### config.mk
export PLATFORM = sky130hd
export DESIGN_NAME = text_glyph_renderer
export DESIGN_NICKNAME = d
export VERILOG_FILES = /design/src/rtl/text_glyph_renderer_pkg.sv /design/src/rtl/text_glyph_renderer_shifter.sv /design/src/rtl/text_glyph_renderer.sv
export SDC_FILE = /design/constraint.sdc
export NUM_CORES = 1
export LEC_CHECK = 0
export BUFFER_PORTS_ARGS = -buffer_cell sky130_fd_sc_hd__clkbuf_2
export CORE_ASPECT_RATIO = 0.6
export CORE_MARGIN = 2
export CORE_UTILIZATION = 40
export DETAILED_ROUTE_END_ITERATION = 8
export HOLD_SLACK_MARGIN = 0.05
export SLEW_MARGIN = 40
export SYNTH_ARGS = -nofsm -noshare
export SYNTH_HDL_FRONTEND = slang
export SYNTH_HIERARCHICAL = 1
export SYNTH_SLANG_ARGS = --single-unit
export TNS_END_PERCENT = 100
### constraint.sdc
create_clock -name clk -period 12.4 [get_ports clk]
set_input_delay 0.62 -clock clk [delete_from_list [all_inputs] [get_ports clk]]
set_output_delay 0.62 -clock clk [all_outputs]
set_load 0.005 [all_outputs]
### src/rtl/text_glyph_renderer_pkg.sv
// Shared constants, prefetch state encoding and address-width helper for the
// character-cell text renderer.
package text_pkg;
  localparam int DEF_GLYPH_W      = 8;
  localparam int DEF_GLYPH_H      = 10;
  localparam int DEF_COLS         = 80;
  localparam int DEF_ROWS         = 30;
  localparam int DEF_BLINK_FRAMES = 30;

  typedef enum logic [1:0] {
    PF_IDLE,
    PF_CHAR_RD,
    PF_FONT_RD,
    PF_LOADED
  } pf_state_e;

  function automatic int font_addr_w(input int glyph_h);
    return 8 + $clog2(glyph_h);
  endfunction
endpackage

### src/rtl/text_glyph_renderer_shifter.sv
// Glyph-row shift register with its pixel counter; asks for a reload whenever
// an advance lands on pixel 0 of a cell.
module glyph_shifter #(
  parameter int GLYPH_W = 8
) (
  input  logic               clk,
  input  logic               rst_n,
  input  logic               clear,
  input  logic               adv,
  input  logic [GLYPH_W-1:0] load_bits,
  output logic               bit_out,
  output logic               reload_req
);
  localparam int PW = $clog2(GLYPH_W);

  logic [GLYPH_W-1:0] shreg, cur;
  logic [PW-1:0]      pix;

  assign reload_req = adv && (pix == '0);
  // On a reload the freshly loaded row is shown in the same advance.
  assign cur        = reload_req ? load_bits : shreg;
  assign bit_out    = cur[GLYPH_W-1];

  always_ff @(posedge clk or negedge rst_n) begin
    if (!rst_n) begin
      shreg <= '0;
      pix   <= '0;
    end else if (clear) begin
      shreg <= '0;
      pix   <= '0;
    end else if (adv) begin
      shreg <= {cur[GLYPH_W-2:0], 1'b0};
      pix   <= (pix == PW'(GLYPH_W-1)) ? '0 : pix + PW'(1);
    end
  end
endmodule

### src/rtl/text_glyph_renderer.sv
// Character-cell text renderer: row/column counters, text/font prefetch FSM,
// cursor compare and blink, feeding a per-cell glyph shifter.
module text_glyph_renderer
  import text_pkg::*;
#(
  parameter int GLYPH_W      = DEF_GLYPH_W,
  parameter int GLYPH_H      = DEF_GLYPH_H,
  parameter int COLS         = DEF_COLS,
  parameter int ROWS         = DEF_ROWS,
  parameter int BLINK_FRAMES = DEF_BLINK_FRAMES
) (
  input  logic                             clk,
  input  logic                             rst_n,
  input  logic                             frame_start,
  input  logic                             line_start,
  input  logic                             pixel_en,
  output logic [$clog2(COLS*ROWS)-1:0]     char_addr,
  input  logic [7:0]                       char_data,
  output logic [font_addr_w(GLYPH_H)-1:0]  font_addr,
  input  logic [GLYPH_W-1:0]               font_data,
  input  logic                             cursor_en,
  input  logic [$clog2(COLS)-1:0]          cursor_col,
  input  logic [$clog2(ROWS)-1:0]          cursor_row,
  output logic                             pixel,
  output logic                             pixel_valid
);
  localparam int CAW = $clog2(COLS*ROWS);
  localparam int FAW = font_addr_w(GLYPH_H);
  localparam int GRW = $clog2(GLYPH_H);
  localparam int CW  = $clog2(COLS+1);
  localparam int RW  = $clog2(ROWS+1);
  localparam int BW  = (BLINK_FRAMES > 1) ? $clog2(BLINK_FRAMES) : 1;

  pf_state_e          state;
  logic [GRW-1:0]     glyph_row, glyph_row_n;
  logic [RW-1:0]      text_row, text_row_n, row_sel;
  logic [CW-1:0]      col, col_fetch, eff_col, next_fetch, col_sel;
  logic               started, fresh;
  logic [GLYPH_W-1:0] next_glyph, glyph_src;
  logic               hit_next, cur_hit, hit_now;
  logic [BW-1:0]      blink_cnt;
  logic               blink_on;
  logic [FAW-1:0]     font_addr_q;
  logic [CAW-1:0]     launch_addr;
  logic               active, adv, reload_req, bit_out, in_area_now, launch_next;

  always_comb begin
    glyph_row_n = glyph_row;
    text_row_n  = text_row;
    if (frame_start) begin
      glyph_row_n = '0;
      text_row_n  = '0;
    end else if (line_start) begin
      if (glyph_row == GRW'(GLYPH_H-1)) begin
        glyph_row_n = '0;
        if (text_row != RW'(ROWS)) text_row_n = text_row + RW'(1);
      end else begin
        glyph_row_n = glyph_row + GRW'(1);
      end
    end
  end

  assign active     = (col < CW'(COLS)) && (text_row < RW'(ROWS));
  assign adv        = pixel_en && active && !line_start;
  // The first reload of a line shows cell 0; later reloads step to the next cell.
  assign eff_col    = (reload_req && started) ? col + CW'(1) : col;
  assign next_fetch = eff_col + CW'(1);
  assign launch_next = eff_col < CW'(COLS-1);
  assign in_area_now = (eff_col < CW'(COLS)) && (text_row < RW'(ROWS));
  assign hit_now    = reload_req ? hit_next : cur_hit;
  assign glyph_src  = (state == PF_LOADED && fresh) ? font_data : next_glyph;

  assign row_sel     = line_start ? text_row_n : text_row;
  assign col_sel     = line_start ? '0 : next_fetch;
  assign launch_addr = CAW'(32'(row_sel) * 32'(COLS) + 32'(col_sel));

  // Font ROM address follows char_data combinationally so font_data lands at T+3.
  assign font_addr = (state == PF_FONT_RD) ? {char_data, glyph_row} : font_addr_q;

  glyph_shifter #(.GLYPH_W(GLYPH_W)) u_shifter (
    .clk        (clk),
    .rst_n      (rst_n),
    .clear      (line_start),
    .adv        (adv),
    .load_bits  (glyph_src),
    .bit_out    (bit_out),
    .reload_req (reload_req)
  );

  always_ff @(posedge clk or negedge rst_n) begin
    if (!rst_n) begin
      state       <= PF_IDLE;
      glyph_row   <= '0;
      text_row    <= '0;
      col         <= '0;
      col_fetch   <= '0;
      started     <= 1'b0;
      fresh       <= 1'b0;
      next_glyph  <= '0;
      hit_next    <= 1'b0;
      cur_hit     <= 1'b0;
      char_addr   <= '0;
      font_addr_q <= '0;
    end else begin
      glyph_row <= glyph_row_n;
      text_row  <= text_row_n;
      if (line_start) begin
        col     <= '0;
        started <= 1'b0;
        fresh   <= 1'b0;
        if (text_row_n < RW'(ROWS)) begin
          state     <= PF_CHAR_RD;
          col_fetch <= '0;
          char_addr <= launch_addr;
        end else begin
          state <= PF_IDLE;
        end
      end else begin
        case (state)
          PF_CHAR_RD: state <= PF_FONT_RD;
          PF_FONT_RD: begin
            font_addr_q <= font_addr;
            hit_next    <= (text_row == RW'(cursor_row)) && (col_fetch == CW'(cursor_col));
            fresh       <= 1'b1;
            state       <= PF_LOADED;
          end
          PF_LOADED: if (fresh) begin
            next_glyph <= font_data;
            fresh      <= 1'b0;
          end
          default: ;
        endcase
        if (reload_req) begin
          col     <= eff_col;
          started <= 1'b1;
          cur_hit <= hit_next;
          fresh   <= 1'b0;
          if (launch_next) begin
            state     <= PF_CHAR_RD;
            col_fetch <= next_fetch;
            char_addr <= launch_addr;
          end else begin
            state <= PF_IDLE;
          end
        end
      end
    end
  end

  always_ff @(posedge clk or negedge rst_n) begin
    if (!rst_n) begin
      blink_cnt <= '0;
      blink_on  <= 1'b1;
    end else if (frame_start) begin
      if (blink_cnt == BW'(BLINK_FRAMES-1)) begin
        blink_cnt <= '0;
        blink_on  <= ~blink_on;
      end else begin
        blink_cnt <= blink_cnt + BW'(1);
      end
    end
  end

  always_ff @(posedge clk or negedge rst_n) begin
    if (!rst_n) begin
      pixel       <= 1'b0;
      pixel_valid <= 1'b0;
    end else if (pixel_en && !line_start) begin
      pixel_valid <= in_area_now;
      pixel       <= in_area_now && (bit_out ^ (hit_now && cursor_en && blink_on));
    end
  end
endmodule

==> results.tsv, run 1 <==
metric	value	unit
grt_pass1_vias	3196	
min_period_over_period	43.9	%
slowest_delay	660	ps
clk_pin_slew	60	ps
cts_setup_buffers	0	
power_frac_comb	17.2	%
antenna_cells	0	
post-route-min-period	5440	ps
synthArstFlopShare	100	%
sequentialPowerShare	44.1	%
synth_common_cells	74 x dfrtp_1, 51 x mux2_2, 35 x nand2_1	
yosys.area.top_type	dfrtp_1	
drt-total-wl	9800	um
yosys_most_used_dff	dfrtp_1	
critPathCaptureType	flip-flop	
drv_cap	0	
track_usage	17.0	%
drc_errors	0	
hold_viol	0	
drive_gt1_share	30.1	%
final_area	5190	sq um
clock_skew	6.28	ps
synth.area.top_cells	dfrtp_1 41%, mux2_2 13%, ha_1 6.1%	
syn_nets	486	
hpwl	7190	um
dpl.cell_count	610	
start_util	40.5	%
layout.nets	535	
cp_data_required_time	12610	ps
power.density	132	nW/um^2
synth_top_area_share	41.0	%
vdd_ir_drop_max	0.0000840	V
reg2reg_slack	7490	ps
clk_latency	330	ps
grt_overflow	0	
power	0.688	mW
timing.rr.end	char_addr[10]	
dieArea	12200	sq um
antenna_found_initial	0	
path_cells	clkbuf_2, buf_4, inv_1, nand2_1, a41oi_1, and2_1, nand3b_2, inv_1, nand2_1, mux2_2, ha_1, o211ai_1, xnor2_1, nor2_1, ha_1, fa_1, a21o_1, and4_1, o21ai_0, o211ai_1, xnor2_1, mux2_4	
yosysSeqAreaShare	41.6	%
crit_path_top_delay_cell	and2_1	
grt_first_pass_wirelength	16300	um
ff_latch_area	1880	sq um
rr_startpoint	text_row[1]	
core-area	11100	sq um
ctsHoldBuffers	0	
worstSetupPathType	primary input to flip-flop	
die_w	141	um
reg2reg_depth	18	
worst_pin_slew	757	ps
placementRows	30	
fill_cells	1025	
p_int	0.511	mW
dr.first_iter.drc_count	238	
cts_resized	0	
area_growth	14.9	%
outcome	complete, no violations	
cts_buffers	9	
synth-edff-count	0	
max_freq	184	MHz
slew_headroom	49.6	%
ant_nets	0	
cts.sink_count	75	
num_vias	3325	
multi_input_area	2430	sq um
final_cells	626	
post_drt_wl_per_cell	15.7	um
switching_share	25.6	%
p_leak	2.52	nW
rsz0062_at_grt	no	
setup_violations	0	
cts_root_buf	clkbuf_16	
timing.setup.tns	0	ps
cp_max_fo	33	
critPathLaunchType	primary input	
cts_tree	yes	
critPathBufInv	4	
cp_top_family	simple AND/OR/NAND/NOR gates	
io_buffers	59	
power.switching	0.176	mW
clock_power_share	38.7	%
synth_warnings	6	
grt_max_degree	76	
clock_path_buffers	2	
hp-class	primary input to async pin	
placed_cell_area	4890	sq um
routabilityCongestion	0.823	
yosysMostFrequentCell	dfrtp_1	
num_io_pins	60	
synth.avg_cell_area	10.6	sq um
synth_area	4520	sq um
viasPerCell	5.31	
timing.final.max_slew_violations	0	
crit_arrival	5660	ps
drt-pass1-iter-count	5	
syn_inst	428	
synth_cell_type_count	63	
die_y	86.3	um
ys_ff_latch	75	
htreeDepth	3	
[cell families (layout without fill, tap and decap cells)]
| kind of cell | after synthesis | count (layout) | share of synthesized area [%] |
|---|---|---|---|
| adders and majority gates | 24 | 24 | 6.98 |
| xor gates and xnor gates | 28 | 28 | 5.43 |
| buffers and inverters | 44 | 98 | 4.60 |
| muxes | 59 | 59 | 15.1 |
| DFF | 75 | 75 | 41.6 |
| AOI/OAI and AO/OA | 74 | 74 | 11.6 |
| and+or+nand+nor | 124 | 124 | 14.7 |
[through the flow]
| stage | hold slack (ps) | setup slack [ps] | utilization, % |
|---|---|---|---|
| after floorplan | 324 | 7600 | - |
| after CTS | 352 | 6980 | 46.6 |
| after global placement | 468 | 6880 | 43.8 |
| final | 320 | 6960 | 46.6 |
| after global routing | 383 | 6550 | 46.6 |
| after detailed placement | 490 | 6650 | 43.8 |
[area by class of cell]
| cell class | count | area share [%] |
|---|---|---|
| repair buffers | 61 | 6.10 |
| inverters | 21 | 1.52 |
| well taps | 144 | 3.47 |
| flip-flops and latches | 75 | 36.2 |
| clock inverters | 4 | 0.940 |
| clock buffers | 12 | 4.94 |
| multi-input cells | 309 | 46.9 |
[metal layers]
layer | share of wire, % | up-vias | GRT usage, %
met5 | 0 | - | 0
met4 | 0.66 | 0 | 3.73
met3 | 5.4 | 7 | 4.48
met2 | 43 | 88 | 24.9
met1 | 51 | 1605 | 25.1
li1 | - | 1625 | -
[layout by cell type, fill, tap and decap left out, types with 3 or more instances in the layout]
| master | count |
|---|---|
| nor3_1 | 10 |
| ha_1 | 22 |
| clkbuf_16 | 9 |
| nor2b_1 | 5 |
| dfrtp_1 | 74 |
| xnor2_1 | 13 |
| a21oi_1 | 13 |
| inv_1 | 20 |
| mux2_4 | 6 |
| xor2_1 | 15 |
| nor2_1 | 26 |
| nand2b_1 | 6 |
| o21bai_1 | 6 |
| o21ai_0 | 17 |
| o211ai_1 | 3 |
| mux2_2 | 51 |
| nor4_1 | 5 |
| a22o_1 | 3 |
| nand2_1 | 35 |
| nand3_1 | 8 |
| nand4b_1 | 3 |
| and2_1 | 3 |
| o22ai_1 | 3 |
| nand4_1 | 5 |
| clkbuf_2 | 58 |
| a311oi_1 | 6 |
| a21o_1 | 5 |
| and4bb_2 | 3 |
[worst max path at each step]
stage | startpoint | endpoint | slack (ps) | cells after the start
floorplan | line_start | char_addr[10] | 7600 | 24
global placement | line_start | char_addr[10] | 6880 | 22
global route | line_start | char_addr[10] | 6550 | 20
detailed placement | line_start | char_addr[10] | 6650 | 22
CTS | line_start | char_addr[10] | 6980 | 22
finish | line_start | char_addr[10] | 6960 | 22
[sequential cells by signal, summed over array words and instances, names as in the netlist]
name and count:
blink_cnt 5, started 1, glyph_row 4, hit_next 1, pixel_valid 1, pixel 1
text_row 5, fresh 1, cur_hit 1, state 2, col 7, u_shifter/shreg 7
u_shifter/pix 3, font_addr_q 12, col_fetch 3, next_glyph 8, char_addr 12, blink_on 1
[power groups by stage]
stage | sequential, mW | clock [mW] | combinational (mW)
after detailed placement | 0.308 | 0 | 0.120
after CTS | 0.304 | 0.272 | 0.121
after global routing | 0.308 | 0.283 | 0.133
final | 0.303 | 0.266 | 0.119
after floorplan | 0.300 | 0 | 0.0822
after global placement | 0.306 | 0 | 0.116
Power figures use the tool's default switching activity.
==> run 2: changes to the inputs <==
ABC_AREA = 1   (was unset)
clock period = 4.5 ns   (was 12.4 ns; I/O delays follow)
==> run 2 against run 1 <==
Net effect: global-route usage increased by 1.7 points; count of clock-buffer cells in the layout decreased by 2; sequential share of layout area decreased by 0.50 points; highest routed layer unchanged; via count increased by 16%; sequential power increased to 2.9 times the previous value; final area increased by 1.4%; clock skew increased by 4.5 ps; hold slack got worse by 200 ps; critical endpoint unchanged; combinational power increased to 4.0 times the previous value; synthesized area increased by 0.30%.
==> results.tsv, run 2 <==
metric	value	unit
outcome	complete, no violations	
routabilityCongestion	0.828	
hp-class	primary input to flip-flop	
cts_setup_buffers	0	
grt_pass1_vias	3733	
yosys_most_used_dff	dfrtp_1	
dp_slack	563	ps
post-route-min-period	3980	ps
critPathCaptureType	flip-flop	
power_frac_comb	21.8	%
synth_common_cells	164 x nand2_1, 89 x inv_1, 74 x dfrtp_1	
power.switching	0.664	mW
worstSetupPathType	flip-flop to flip-flop	
timing.setup.tns	0	ps
hold_depth	3	
cp_data_required_time	4740	ps
critPathLaunchType	flip-flop	
ant_nets	0	
num_vias	3870	
crit_arrival	4220	ps
fin_util	47.1	%
antenna_found_initial	0	
synth_warnings	6	
syn_nets	654	
grt_use_met2	27.3	%
synth_area	4530	sq um
multi_input_area	2210	sq um
max_freq	251	MHz
track_usage	18.7	%
fill_cells	1123	
clock_path_buffers	2	
yosysSeqAreaShare	41.4	%
area_growth	16.2	%
synthArstFlopShare	100	%
reg2reg_depth	25	
yosys.area.top_type	dfrtp_1	
timing.final.ws_setup	522	ps
hpwl	7690	um
ys_ff_latch	75	
fin_hold_ws	124	ps
setup_violations	0	
antenna_cells	0	
synth-edff-count	0	
clock_power_share	37.7	%
drt-pass1-iter-count	5	
dr.first_iter.drc_count	292	
drv_cap	0	
viasPerCell	4.85	
worst_pin_slew	710	ps
die_w	141	um
cts_buffers	9	
top_regs	char_addr (12), font_addr_q (12), next_glyph (8)	
yosysMostFrequentCell	nand2_1	
p_int	1.52	mW
vdd_ir_drop_max	0.000225	V
min_period_over_period	88.4	%
synth.avg_cell_area	7.60	sq um
grtUsageMet1	27.6	%
mostFrequentLayoutCells	164 x nand2_1, 89 x inv_1, 74 x dfrtp_1	
synth.area.top_cells	dfrtp_1 41%, nand2_1 14%, inv_1 7.4%	
drc_errors	0	
grt_overflow	0	
hold_viol	0	
core-area	11200	sq um
grt_max_degree	76	
gr-usage-met3	4.48	%
synth_cell_type_count	35	
synth_top_area_share	40.9	%
die_y	86.5	um
busiest_layer	met1	
rsz0062_at_grt	no	
grt_first_pass_wirelength	17900	um
placementRows	30	
htreeDepth	3	
cts.sink_count	75	
p_leak	2.82	nW
switching_share	30.4	%
cp_max_fo	16	
timing.final.max_slew_violations	0	
layout.nets	707	
start_util	40.5	%
cts_tree	yes	
power.density	414	nW/um^2
cts_root_buf	clkbuf_16	
drt-total-wl	10600	um
num_io_pins	60	
clk_pin_slew	70	ps
io_buffers	59	
dieArea	12200	sq um
slew_headroom	52.1	%
clk_latency	350	ps
sequentialPowerShare	40.5	%
ff_latch_area	1880	sq um
post_drt_wl_per_cell	13.3	um
drive_gt1_share	15.7	%
syn_inst	596	
clock_skew	10.8	ps
final_common_cell	nand2_1	
==> run 2: cell types whose count changed in the layout (fill, tap and decap cells not counted), sizes merged, moves of 5 or more <==
cell	change
a21o	-5
a311oi	-7
inv	+72
mux2	-57
nand2	+139
nand2b	-6
nand3	+41
nor2	+19
nor2b	-5
nor3	-6
o21ai	+40
o21bai	-6
xnor2	-11
xor2	+5
==> run 2: path summary, 6_finish.rpt <==
check	start	endpoint	slack, ps
hold reg to reg	next_glyph[2]	next_glyph[2]	490
hold / removal	char_data[0]	font_addr_q[4]	120
min in group asynchronous	rst_n	col_fetch[6]	480
max in group asynchronous	rst_n	next_glyph[4]	3540
setup / recovery	text_row[4]	char_addr[10]	520
setup reg to reg	text_row[4]	char_addr[10]	520
==> run 2: layer usage <==
metal / vias up / routed length [um] / share of wire [%]
met5: - / 0 / 0
met3: 17 / 472 / 4.5
met1: 1780 / 5730 / 54
met2: 92 / 4260 / 40
li1: 1981 / - / -
met4: 0 / 127 / 1.2
==> run 2: final cells by class <==
| cell class | instances | area share, % |
|---|---|---|
| multi-input cells | 411 | 41.9 |
| flip-flops and latches | 75 | 35.7 |
| inverters | 90 | 6.42 |
| repair buffers | 62 | 6.20 |
| clock buffers | 10 | 4.54 |
| well taps | 144 | 3.42 |
| clock inverters | 6 | 1.81 |
==> run 2: logic make-up after synthesis <==
logic type	share of synthesized area [%]
AO/OA/AOI/OAI	9.44
XOR/XNOR	4.25
adder cells (fa/ha/maj)	6.96
buffers and inverters	9.91
flip-flops	41.4
AND/OR/NAND/NOR	28.0
==> run 2: power by group through the flow <==
stage	registers (mW)	clock network (mW)	logic, mW
2_1_floorplan	0.878	0	0.324
3_3_place_gp	0.890	0	0.467
3_5_place_dp	0.895	0	0.482
4_1_cts	0.883	0.835	0.485
5_1_grt	0.900	0.864	0.562
6_report	0.882	0.822	0.476
==> run 2: critical path: stages (launching register included) <==
cell and delay, ps:
dfrtp_1 460, nand2_1 120, o21ai_0 110, nor2_1 290, nand2_2 100, nor2_4 330
nand2_1 180, nand2_1 100, nand2_2 70, inv_1 90, ha_1 180, inv_1 60
nor2_1 160, nand2_1 70, nor2_1 150, nor3_1 100, ha_1 260, fa_1 430
nand2_1 80, a21boi_0 110, nand3_1 120, inv_1 50, nand3_1 80, nand2_1 70
nand2_1 60, nand2_1 40
==> run 2: what timing repair did <==
item                      CTS  global route
resized for setup           0             0
hold endpoints to repair   74             0
hold buffers                1             0
==> run 2: metrics by stage <==
stage / instances / power [mW] / area (sq um)
5_1_grt: 798 / 2.33 / 5260
6_report: 798 / 2.18 / 5260
2_1_floorplan: 596 / 1.20 / 4530
3_5_place_dp: 781 / 1.38 / 4920
4_1_cts: 798 / 2.20 / 5260
3_3_place_gp: 781 / 1.36 / 4910
==> run 3: changes to the inputs <==
ABC_AREA = unset   (was 1)
CAP_MARGIN = 20   (was unset)
==> run 3 against run 2 <==
Net effect: utilization shrank 0.089 points; clock power fell by 12%; sequential cell count did not move; hold slack better by 4.6 ps; die area down 0.29%; sequential share of layout area up 0.21 points; final cell count is 21% lower; largest cell class unchanged; wire length is 7.5% lower; critical path depth shrank 7; maximum frequency is 5.8% lower; register-to-register slack got worse by 250 ps.
==> results.tsv, run 3 (synthesis results as in run 1) <==
metric	value	unit
placementRows	30	
mostFrequentLayoutCells	73 x dfrtp_1, 58 x clkbuf_2, 51 x mux2_2	
crit_start	text_row[2]	
antenna_found_initial	0	
outcome	complete, no violations	
rsz0062_at_grt	no	
ant_nets	0	
die_w	141	um
setup_violations	0	
drv_cap	0	
vdd_ir_drop_max	0.000219	V
grt_overflow	0	
worst_pin_slew	714	ps
p_leak	2.53	nW
cts.sink_count	75	
rr_startpoint	text_row[2]	
critPathCaptureType	flip-flop	
final_common_cell	dfrtp_1	
slew_headroom	52.4	%
core-area	11100	sq um
num_io_pins	60	
area_growth	15.9	%
antenna_cells	0	
hold_start	font_data[6]	
die_y	86.3	um
start_util	40.5	%
drive_gt1_share	31.1	%
post_drt_wl_per_cell	15.5	um
grt_pass1_vias	3210	
viasPerCell	5.25	
fin_util	47.0	%
timing.setup.tns	0	ps
clock_skew	7.29	ps
clock_path_buffers	2	
crit_arrival	4450	ps
cp-endpoint	char_addr[10]	
min_period_over_period	93.9	%
hold_viol	0	
cts_tree	yes	
clk_latency	340	ps
reg2reg_depth	18	
drt-pass1-iter-count	4	
cp_max_fo	9	
worstSetupPathType	flip-flop to flip-flop	
cts_root_buf	clkbuf_16	
io_buffers	59	
layout.nets	541	
track_usage	17.3	%
power.density	360	nW/um^2
critPathLaunchType	flip-flop	
hpwl	7020	um
fill_cells	1038	
clk_pin_slew	60	ps
reg2reg_slack	280	ps
num_vias	3318	
timing.final.max_slew_violations	0	
drc_errors	0	
grt_max_degree	76	
hp-class	primary input to flip-flop	
routabilityCongestion	0.849	
dr.first_iter.drc_count	254	
htreeDepth	3	
max_freq	237	MHz
grt_first_pass_wirelength	16500	um
cts_setup_buffers	0	
cp_data_required_time	4730	ps
dieArea	12200	sq um
drt-total-wl	9790	um
timing.rr.end	char_addr[10]	
cts_buffers	9	
top_regs	char_addr (12), font_addr_q (12), next_glyph (8)	
post-route-min-period	4220	ps
-- run 3: routing by layer --
layer | share of wire (%) | GRT usage (%)
met1 | 53 | 25.9
met5 | 0 | 0
met2 | 42 | 24.7
met4 | 1.2 | 4.91
met3 | 3.9 | 4.59
-- run 3: where the power goes --
| group | switching [mW] | total (mW) | internal, mW |
|---|---|---|---|
| sequential | 0.0636 | 0.834 | 0.771 |
| combinational | 0.146 | 0.327 | 0.181 |
| clock | 0.295 | 0.725 | 0.430 |
-- run 3: critical path, stage by stage, from the launching register on --
cell	delay, ps
dfrtp_1	520
a41oi_2	190
and2_1	200
nand3b_2	100
inv_1	80
nand2_1	170
mux2_2	370
ha_1	230
o211ai_1	190
xnor2_1	180
nor2_1	90
ha_1	250
fa_1	430
a21o_1	240
and4_1	200
o21ai_0	150
o211ai_1	120
xnor2_1	140
mux2_4	270
-- run 3: cell type report --
| class | instances | area (sq um) | area share [%] |
|---|---|---|---|
| inverters | 21 | 78.8 | 1.51 |
| multi-input cells | 309 | 2440 | 46.6 |
| clock buffers | 10 | 229 | 4.37 |
| repair buffers | 67 | 364 | 6.95 |
| well taps | 144 | 180 | 3.44 |
| clock inverters | 6 | 65.1 | 1.24 |
| flip-flops and latches | 75 | 1880 | 35.9 |
-- run 3: worst min path at each step --
stage,cells after the start,end,slack (ps)
after floorplan,0,blink_cnt[0],-70
after global placement,1,font_addr_q[5],440
after detailed placement,1,font_addr_q[5],310
after CTS,2,next_glyph[7],120
after global routing,2,font_addr_q[6],120
final,2,next_glyph[6],130
-- run 3: what timing repair did --
action | 4_1_cts | 5_1_grt
hold endpoints to repair | 74 | 0
hold buffers | 1 | 0
setup endpoints to repair | 0 | 1
gates resized for setup | 0 | 2
-- run 3: stage by stage --
step | worst slack (ps) | std cells | power, mW | cell area [sq um] | hold WS (ps)
after floorplan | 99.7 | 428 | 1.05 | 4520 | -70.6
after global placement | 372 | 615 | 1.16 | 4920 | 437
after detailed placement | 242 | 615 | 1.18 | 4920 | 313
after CTS | 223 | 632 | 1.91 | 5230 | 121
after global routing | 23.1 | 632 | 1.99 | 5240 | 124
final | 276 | 632 | 1.89 | 5240 | 128
